==> config.mk <==
export PLATFORM = sky130hd
export DESIGN_NAME = uart_tx_arbiter
export DESIGN_NICKNAME = d
export VERILOG_FILES = /design/src/rtl/uart_pkg.sv /design/src/rtl/uart_tx_arbiter_rr.sv /design/src/rtl/uart_tx_arbiter.sv
export SDC_FILE = /design/constraint.sdc
export NUM_CORES = 1
export LEC_CHECK = 0
export CORE_ASPECT_RATIO = 1.25
export CORE_UTILIZATION = 41
export CTS_BUF_LIST = sky130_fd_sc_hd__clkbuf_8
export CTS_CLUSTER_DIAMETER = 60
export DETAILED_ROUTE_END_ITERATION = 8
export PLACE_DENSITY = 0.66
export SETUP_SLACK_MARGIN = 0.15
export SYNTH_ARGS = -nofsm -noshare
export SYNTH_HDL_FRONTEND = slang
export SYNTH_SLANG_ARGS = --single-unit
==> constraint.sdc <==
create_clock -name tx_clk -period 6.8 [get_ports tx_clk]
set_clock_uncertainty 0.05 [all_clocks]
set_input_delay 1.36 -clock tx_clk [delete_from_list [all_inputs] [get_ports tx_clk]]
set_output_delay 1.36 -clock tx_clk [all_outputs]
set_load 0.05 [all_outputs]
==> src/rtl/uart_pkg.sv <==
`timescale 1ns/1ps
// Shared types and helpers for the UART transmit arbiter.
// Latency: n/a (declarations only).
// Backpressure: n/a.
package uart_pkg;

    typedef enum logic [2:0] {
        IDLE,
        ISSUE,
        WAIT_ACK,
        WAIT_DONE,
        GAP
    } state_t;

    // One bit time at 10 MHz / 19200 baud; used as the default inter-frame gap.
    localparam int CLKS_PER_BIT_DEFAULT = 521;

    // Ceiling log2, never less than 1 so index buses always have a bit.
    function automatic int clog2(input int value);
        int r;
        r = 0;
        while ((1 << r) < value) begin
            r = r + 1;
        end
        return (r < 1) ? 1 : r;
    endfunction

endpackage

==> src/rtl/uart_tx_arbiter_rr.sv <==
`timescale 1ns/1ps
// Combinational round-robin pick: first set request searching upward from ptr+1.
// Latency: 0 clocks (pure combinational).
// Backpressure: none; the caller decides when to take the grant.
//
// Ports:
//   req  - request vector, one bit per requester
//   ptr  - index of the last served requester
//   gnt  - one-hot grant (all zero when no request)
//   idx  - index of the granted requester (0 when no request)
module rr_arbiter
    import uart_pkg::*;
#(
    parameter int N  = 4,
    parameter int IW = clog2(N)
) (
    input  logic [N-1:0]  req,
    input  logic [IW-1:0] ptr,
    output logic [N-1:0]  gnt,
    output logic [IW-1:0] idx
);

    logic [IW-1:0] pos;

    // Walk from the farthest candidate back to the nearest so the nearest
    // set request after ptr is the last (winning) assignment.
    always_comb begin
        gnt = '0;
        idx = '0;
        pos = '0;
        for (int k = N; k >= 1; k--) begin
            pos = IW'((int'(ptr) + k) % N);
            if (req[pos]) begin
                gnt      = '0;
                gnt[pos] = 1'b1;
                idx      = pos;
            end
        end
    end

endmodule

==> src/rtl/uart_tx_arbiter.sv <==
`timescale 1ns/1ps
// Shares one UART TX engine among NUM_REQ byte sources, round-robin with frame locking.
// Latency: 1 clk arbitration, handshake -> tx_start 1 clk, busy fall -> next ISSUE 1 clk.
// Backpressure: req_ready only to the owner in ISSUE while the engine is idle.
//
// Ports:
//   tx_clk, tx_rst          - clock, synchronous active-high reset
//   req_valid/data/last     - per-requester byte stream (requester i at data[8i+7:8i])
//   req_ready               - one-hot accept to the current owner
//   tx_data, tx_start       - byte and start pulse to the engine
//   tx_busy                 - engine busy, high from after tx_start to end of stop bit
//   grant_id, grant_active  - current owner and frame ownership flag
//   frame_abort             - pulse when an owner stalls past HOLD_MAX clocks mid-frame
module uart_tx_arbiter
    import uart_pkg::*;
#(
    parameter int NUM_REQ  = 4,
    parameter int GAP_CLKS = CLKS_PER_BIT_DEFAULT,
    parameter int HOLD_MAX = 5210,
    parameter int CNT_W    = 16
) (
    input  logic                        tx_clk,
    input  logic                        tx_rst,
    input  logic [NUM_REQ-1:0]          req_valid,
    input  logic [8*NUM_REQ-1:0]        req_data,
    input  logic [NUM_REQ-1:0]          req_last,
    output logic [NUM_REQ-1:0]          req_ready,
    output logic [7:0]                  tx_data,
    output logic                        tx_start,
    input  logic                        tx_busy,
    output logic [clog2(NUM_REQ)-1:0]   grant_id,
    output logic                        grant_active,
    output logic                        frame_abort
);

    localparam int IDX_W = clog2(NUM_REQ);
    localparam logic [CNT_W-1:0] HOLD_LAST = CNT_W'(HOLD_MAX - 1);
    // Unused when GAP_CLKS is 0 because the GAP state is never entered.
    localparam logic [CNT_W-1:0] GAP_LAST  = CNT_W'(GAP_CLKS - 1);

    state_t             state;
    logic [IDX_W-1:0]   rr_ptr;
    logic               last_q;
    logic [CNT_W-1:0]   hold_cnt;
    logic [CNT_W-1:0]   gap_cnt;

    logic [NUM_REQ-1:0] win_gnt;
    logic [IDX_W-1:0]   win_idx;
    logic               own_ready;
    logic               own_hs;

    rr_arbiter #(
        .N  (NUM_REQ),
        .IW (IDX_W)
    ) u_rr (
        .req (req_valid),
        .ptr (rr_ptr),
        .gnt (win_gnt),
        .idx (win_idx)
    );

    assign own_ready = (state == ISSUE) && !tx_busy;
    assign own_hs    = own_ready && req_valid[grant_id];
    assign req_ready = own_ready ? (NUM_REQ'(1) << grant_id) : '0;

    always_ff @(posedge tx_clk) begin
        if (tx_rst) begin
            state        <= IDLE;
            rr_ptr       <= IDX_W'(NUM_REQ - 1);
            last_q       <= 1'b0;
            hold_cnt     <= '0;
            gap_cnt      <= '0;
            tx_data      <= '0;
            tx_start     <= 1'b0;
            grant_id     <= '0;
            grant_active <= 1'b0;
            frame_abort  <= 1'b0;
        end else begin
            tx_start    <= 1'b0;
            frame_abort <= 1'b0;
            case (state)
                IDLE: begin
                    if (|win_gnt) begin
                        grant_id     <= win_idx;
                        grant_active <= 1'b1;
                        hold_cnt     <= '0;
                        state        <= ISSUE;
                    end
                end
                ISSUE: begin
                    if (own_hs) begin
                        tx_data  <= req_data[{grant_id, 3'b000} +: 8];
                        last_q   <= req_last[grant_id];
                        tx_start <= 1'b1;
                        hold_cnt <= '0;
                        state    <= WAIT_ACK;
                    end else if (!req_valid[grant_id]) begin
                        // Owner stalled mid-frame: force the frame closed once the
                        // hold budget is spent so other sources are not starved.
                        if (hold_cnt == HOLD_LAST) begin
                            frame_abort <= 1'b1;
                            hold_cnt    <= '0;
                            rr_ptr      <= grant_id;
                            if (GAP_CLKS == 0) begin
                                grant_active <= 1'b0;
                                state        <= IDLE;
                            end else begin
                                state <= GAP;
                            end
                        end else begin
                            hold_cnt <= hold_cnt + 1'b1;
                        end
                    end
                end
                WAIT_ACK: begin
                    if (tx_busy) begin
                        state <= WAIT_DONE;
                    end
                end
                WAIT_DONE: begin
                    if (!tx_busy) begin
                        if (last_q) begin
                            rr_ptr <= grant_id;
                            if (GAP_CLKS == 0) begin
                                grant_active <= 1'b0;
                                state        <= IDLE;
                            end else begin
                                state <= GAP;
                            end
                        end else begin
                            state <= ISSUE;
                        end
                    end
                end
                GAP: begin
                    if (gap_cnt == GAP_LAST) begin
                        gap_cnt      <= '0;
                        grant_active <= 1'b0;
                        state        <= IDLE;
                    end else begin
                        gap_cnt <= gap_cnt + 1'b1;
                    end
                end
                default: state <= IDLE;
            endcase
        end
    end

endmodule

After elaboration in Yosys (flattened, before gate mapping)
Index checks and enable logic that the tools add are counted.

Add/subtract/negate cells: 6. Order comparisons: 9. Equality and inequality tests: 16. Shift-type cells: 2. Muxes and demuxes: 55. Bitwise operators: 1. Reductions and logical operators: 20.

Operators by type and width (number): $mux 16 (5); $add 16x1->16 const B (2); $pmux 16 s2 (1); $shiftx 32x6->8 (1); $mux 3 (8); $mux 4 (5); $mux 2 (9); $eq 16x10->1 const B (1); $eq 16x13->1 const B (1); $lt 2x3->1 const B (5); $pmux 3 s5 (1); $mux 1 (14); $ne 2x2->1 const B (7); $bmux 1 s2 (6); $reduce_and 6->1 (2); $demux 1 s2 (4); $ge 2x1->1 const B (4); $reduce_or 4->1 (2); $eq 3x2->1 const B (2); $logic_and 1x1->1 (6); $reduce_and 3->1 (2); $reduce_bool 2->1 (3); $add 2x1->2 const B (2); $add 2x2->2 const B (2); 13 further kinds (14).

Register bits after elaboration: 51. Input port bits: 43. Output and inout bits: 17. Word-level logic and storage cells: 119.

Logic depth before layout (Yosys ltp)
Depth in word-level cells: 12. Mapped depth: 10. Depth with buffers taken out: 9.

Cells and area by module
Synthesis repeated with hierarchy kept, for this count alone.

Cell total of the unflattened synthesis: 367. Area, all modules: 3146.8 um^2.

Modules (own cells, without submodules): uart_tx_arbiter (instances 1, cells an instance 318, area an instance 2733.9 um^2, sequential area each 1021.0 um^2); rr_arbiter (instances 1, cells an instance 49, area an instance 412.9 um^2, sequential area each 0.0 um^2).

Worst setup path after synthesis
OpenSTA, ideal clock, no wires.

Kind: input-to-output. Start: input tx_busy. End: output req_ready[0]. Arrival time: 3026 ps. Required time: 5390 ps. Slack: 2364 ps. Cell stages on the path: 2. Path buffers: 1. Cell sequence: clkbuf_1 nor4_1.

Cells in the longest elaborated chain, start to end: 3.

Ends and longest elaborated chain: from (decl) (RTL line uart_tx_arbiter.sv:30) `input logic tx_busy,`; $logic_not 1->1; $logic_and 1x1->1 (RTL line uart_tx_arbiter.sv:62) `assign own_ready = (state == ISSUE) && !tx_busy;`; $mux 4 (RTL line uart_tx_arbiter.sv:64) `assign req_ready = own_ready ? (NUM_REQ'(1) << grant_id) : '0;`; to (decl) (RTL line uart_tx_arbiter.sv:27) `output logic [NUM_REQ-1:0] req_ready,`.

No other way between the ends.

Worst setup path after layout
Start: input tx_busy. End: output req_ready[1].

Same word-level chain as after synthesis.

==> impl_metrics.ini <==
[finish]
post-route-util = 0.528
final_nets = 448
drive_gt1_frac = 0.0631
diodes = 0
areaGrowthSynthToFinish_pct = 24.7
fillers = 650
ff_latch_area_um2 = 1020
multi_input_area_um2 = 1810

[clock_tree]
cts_tree = done
cts_resized = 0
clk_pin_slew_worst_paths_ps = 100
root_buffer = clkbuf_8
cts_max_path_buffers = 2
cts_num_sinks = 51
hold_buffers = 0
htreeDepth = 2
cts_setup_buffers = 0
clk_latency_ps = 310
numCtsBuffers = 5

[floorplan]
num_rows = 34
die_y_um = 96.9
design.die.area_um2 = 7560
core_um2 = 6980
pin_count = 60
die-width_um = 78.0
start_util = 0.424

[sta]
fin_crit_sh = 0.673
max_freq_mhz = 218
drv_slew = 0
max_slew.worst_pin.slew_ps = 955
hold_violations = 0
holdWs_ps = 408
finalCriticalPeriod_ps = 4580
setup_viol = 0
maxSlewHeadroom = 0.362
rsz0062_at_grt = false
fin_setup_tns_ps = 0

[min_path]
min-delay-start = tx_data[6]
hp-class = flip-flop to flip-flop
hold_end = tx_data[6]
holdPathStages = 2

[setup_path]
worstReg2RegEnd = hold_cnt[1]
crit_chain = clkdlybuf4s50_1 -> nor2_1 -> nand2_1 -> nor2_1 -> clkdlybuf4s50_1
critPathLaunchType = primary input
max_stage_delay_ps = 830
reg2reg_slack_ps = 3740
cp-end-kind = output port
cp_top_family = buffers and inverters
cp_max_fo = 7
cp.arrival_ps = 3170
critical_path_depth = 5
worst_ep_required_time_ps = 5390
cp_num_buf_inv = 2
reg2reg_depth = 8
crit_slowest_cell = clkdlybuf4s50_1
rr_startpoint = rr_ptr[0]
crit_type = primary input to output port

[route]
via_per_inst = 5.54
drc = 0
avgRoutedWirePerCell_um = 13.4
first_iter_violations = 99
postRouteAntennaNets = 0
postRouteWirelength_um = 6490
first_pass_iters = 4
vias = 2693

[placement]
hpwlAfterDp_um = 4720
portBuffers = 59
gp_congestion = 0.823

[yosys]
ys_seq_area_frac = 0.345
synth.top_cells.by_count = 51 x dfxtp_1, 45 x nand2_1, 44 x nor2_1
yosysTopAreaCell = dfxtp_1
syn-cell-area_um2 = 2960
synth_cell_types = 52
avgSynthCellArea_um2 = 8.50
netlist.area_leader.share = 0.345
async_flop_share = 0
yosys_warnings = 0
post-synth-top-count-cell = dfxtp_1
ys.flop_type = dfxtp_1
synth-seq-cells = 51
netlist_instances = 348
syn-num-nets = 401
ys_top_cells_by_area = dfxtp_1 35%, mux4_2 9.1%, nand2_1 5.7%
synth_edf_count = 0

[grt]
grt_usage = 0.182
grt_pass1_wl_um = 11400
first_global_vias = 2563
grt_max_degree = 42
grt_antenna_before_repair = 0
grt-ovfl-total = 0

[power_and_ir_drop]
power_density_nw_per_um2 = 280
ir_worst_vdd_mv = 0.177
p_leak_nw = 1.28

[run_status]
status = finished, final reports clean

[flow_run]
maxCapViolations = 0
metal layers:
layer,routed length [µm],GRT usage,vias up
met2,3290,0.319,52
li1,-,-,1361
met3,248,0.0321,6
met4,70,0.0556,0
met5,0,0,-
met1,2890,0.225,1274
power by group:
| group | switching [mW] | internal [mW] | leakage (nW) |
|---|---|---|---|
| registers | 0.0615 | 0.323 | 0.412 |
| clock network | 0.104 | 0.110 | 0.0599 |
| logic | 0.233 | 0.201 | 0.811 |
registers in the layout, summed over array words and instances (netlist names), 2 cells and up:
| register | count |
|---|---|
| gap_cnt | 16 |
| hold_cnt | 16 |
| tx_data | 8 |
| state | 3 |
| grant_id | 2 |
| rr_ptr | 2 |
cells by family after synthesis:
family | count (synthesis) | share of synthesized area
AO/OA/AOI/OAI | 73 | 0.165
multiplexers | 17 | 0.109
buffers and inverters | 28 | 0.0415
flip-flops | 51 | 0.345
adder cells (fa/ha/maj) | 10 | 0.0423
AND/OR/NAND/NOR | 156 | 0.259
XOR/XNOR | 13 | 0.0385
layout make-up:
cell class              instances  area share
repair buffers                 60       0.162
inverters                       8     0.00815
well taps                      90      0.0305
multi-input cells             269       0.492
clock inverters                 3      0.0115
flip-flops and latches         51       0.277
clock buffers                   5      0.0187
per-stage QoR:
| step | power (mW) | worst slack, ps | instance area [µm²] | cells |
|---|---|---|---|---|
| floorplan | 0.727 | 2360 | 2960 | 348 |
| global placement | 0.826 | 2290 | 3570 | 478 |
| detailed placement | 0.830 | 2220 | 3570 | 478 |
| CTS | 1.05 | 2200 | 3690 | 486 |
| global route | 1.11 | 2080 | 3690 | 486 |
| finish | 1.03 | 2220 | 3690 | 486 |
worst max-delay path by stage:
stage                       start            to
after floorplan           tx_busy  req_ready[0]
after global placement    tx_busy  req_ready[1]
after detailed placement  tx_busy  req_ready[1]
after CTS                 tx_busy  req_ready[1]
after global routing      tx_busy  req_ready[3]
final                     tx_busy  req_ready[1]
worst reg2reg max path, delay by kind of cell, from the launching register on:
kind,cells,cell delay [ps]
and+or+nand+nor,3,800
DFF,1,710
muxes,2,640
adders and majority gates,1,360
AOI/OAI and AO/OA,1,280
buffers and inverters,1,140
placed cells by master, fill, tap and decap left out, types with 2 or more instances in the layout:
master / netlist / layout
nand2_1: 45 / 45
o311ai_0: 2 / 2
nor4b_1: 3 / 3
inv_1: 8 / 9
and2_1: 3 / 3
ha_1: 10 / 10
xnor2_1: 3 / 3
clkbuf_8: 0 / 5
o21bai_1: 2 / 2
or3_1: 6 / 6
nand4_1: 5 / 5
nand2b_1: 5 / 5
nor3b_1: 2 / 2
nor3_1: 2 / 2
a211o_1: 3 / 3
nor2_1: 44 / 44
a21oi_1: 27 / 27
o21ai_0: 10 / 10
mux4_2: 12 / 12
and3_1: 11 / 11
a311oi_1: 11 / 11
dfxtp_1: 51 / 51
nor2b_1: 2 / 2
nand3_1: 11 / 11
nor4_1: 9 / 9
xor2_1: 10 / 10
clkdlybuf4s50_1: 0 / 59
a31oi_1: 5 / 5
mux2i_1: 4 / 4
o32ai_1: 2 / 2
Power figures use the tool's default switching activity.
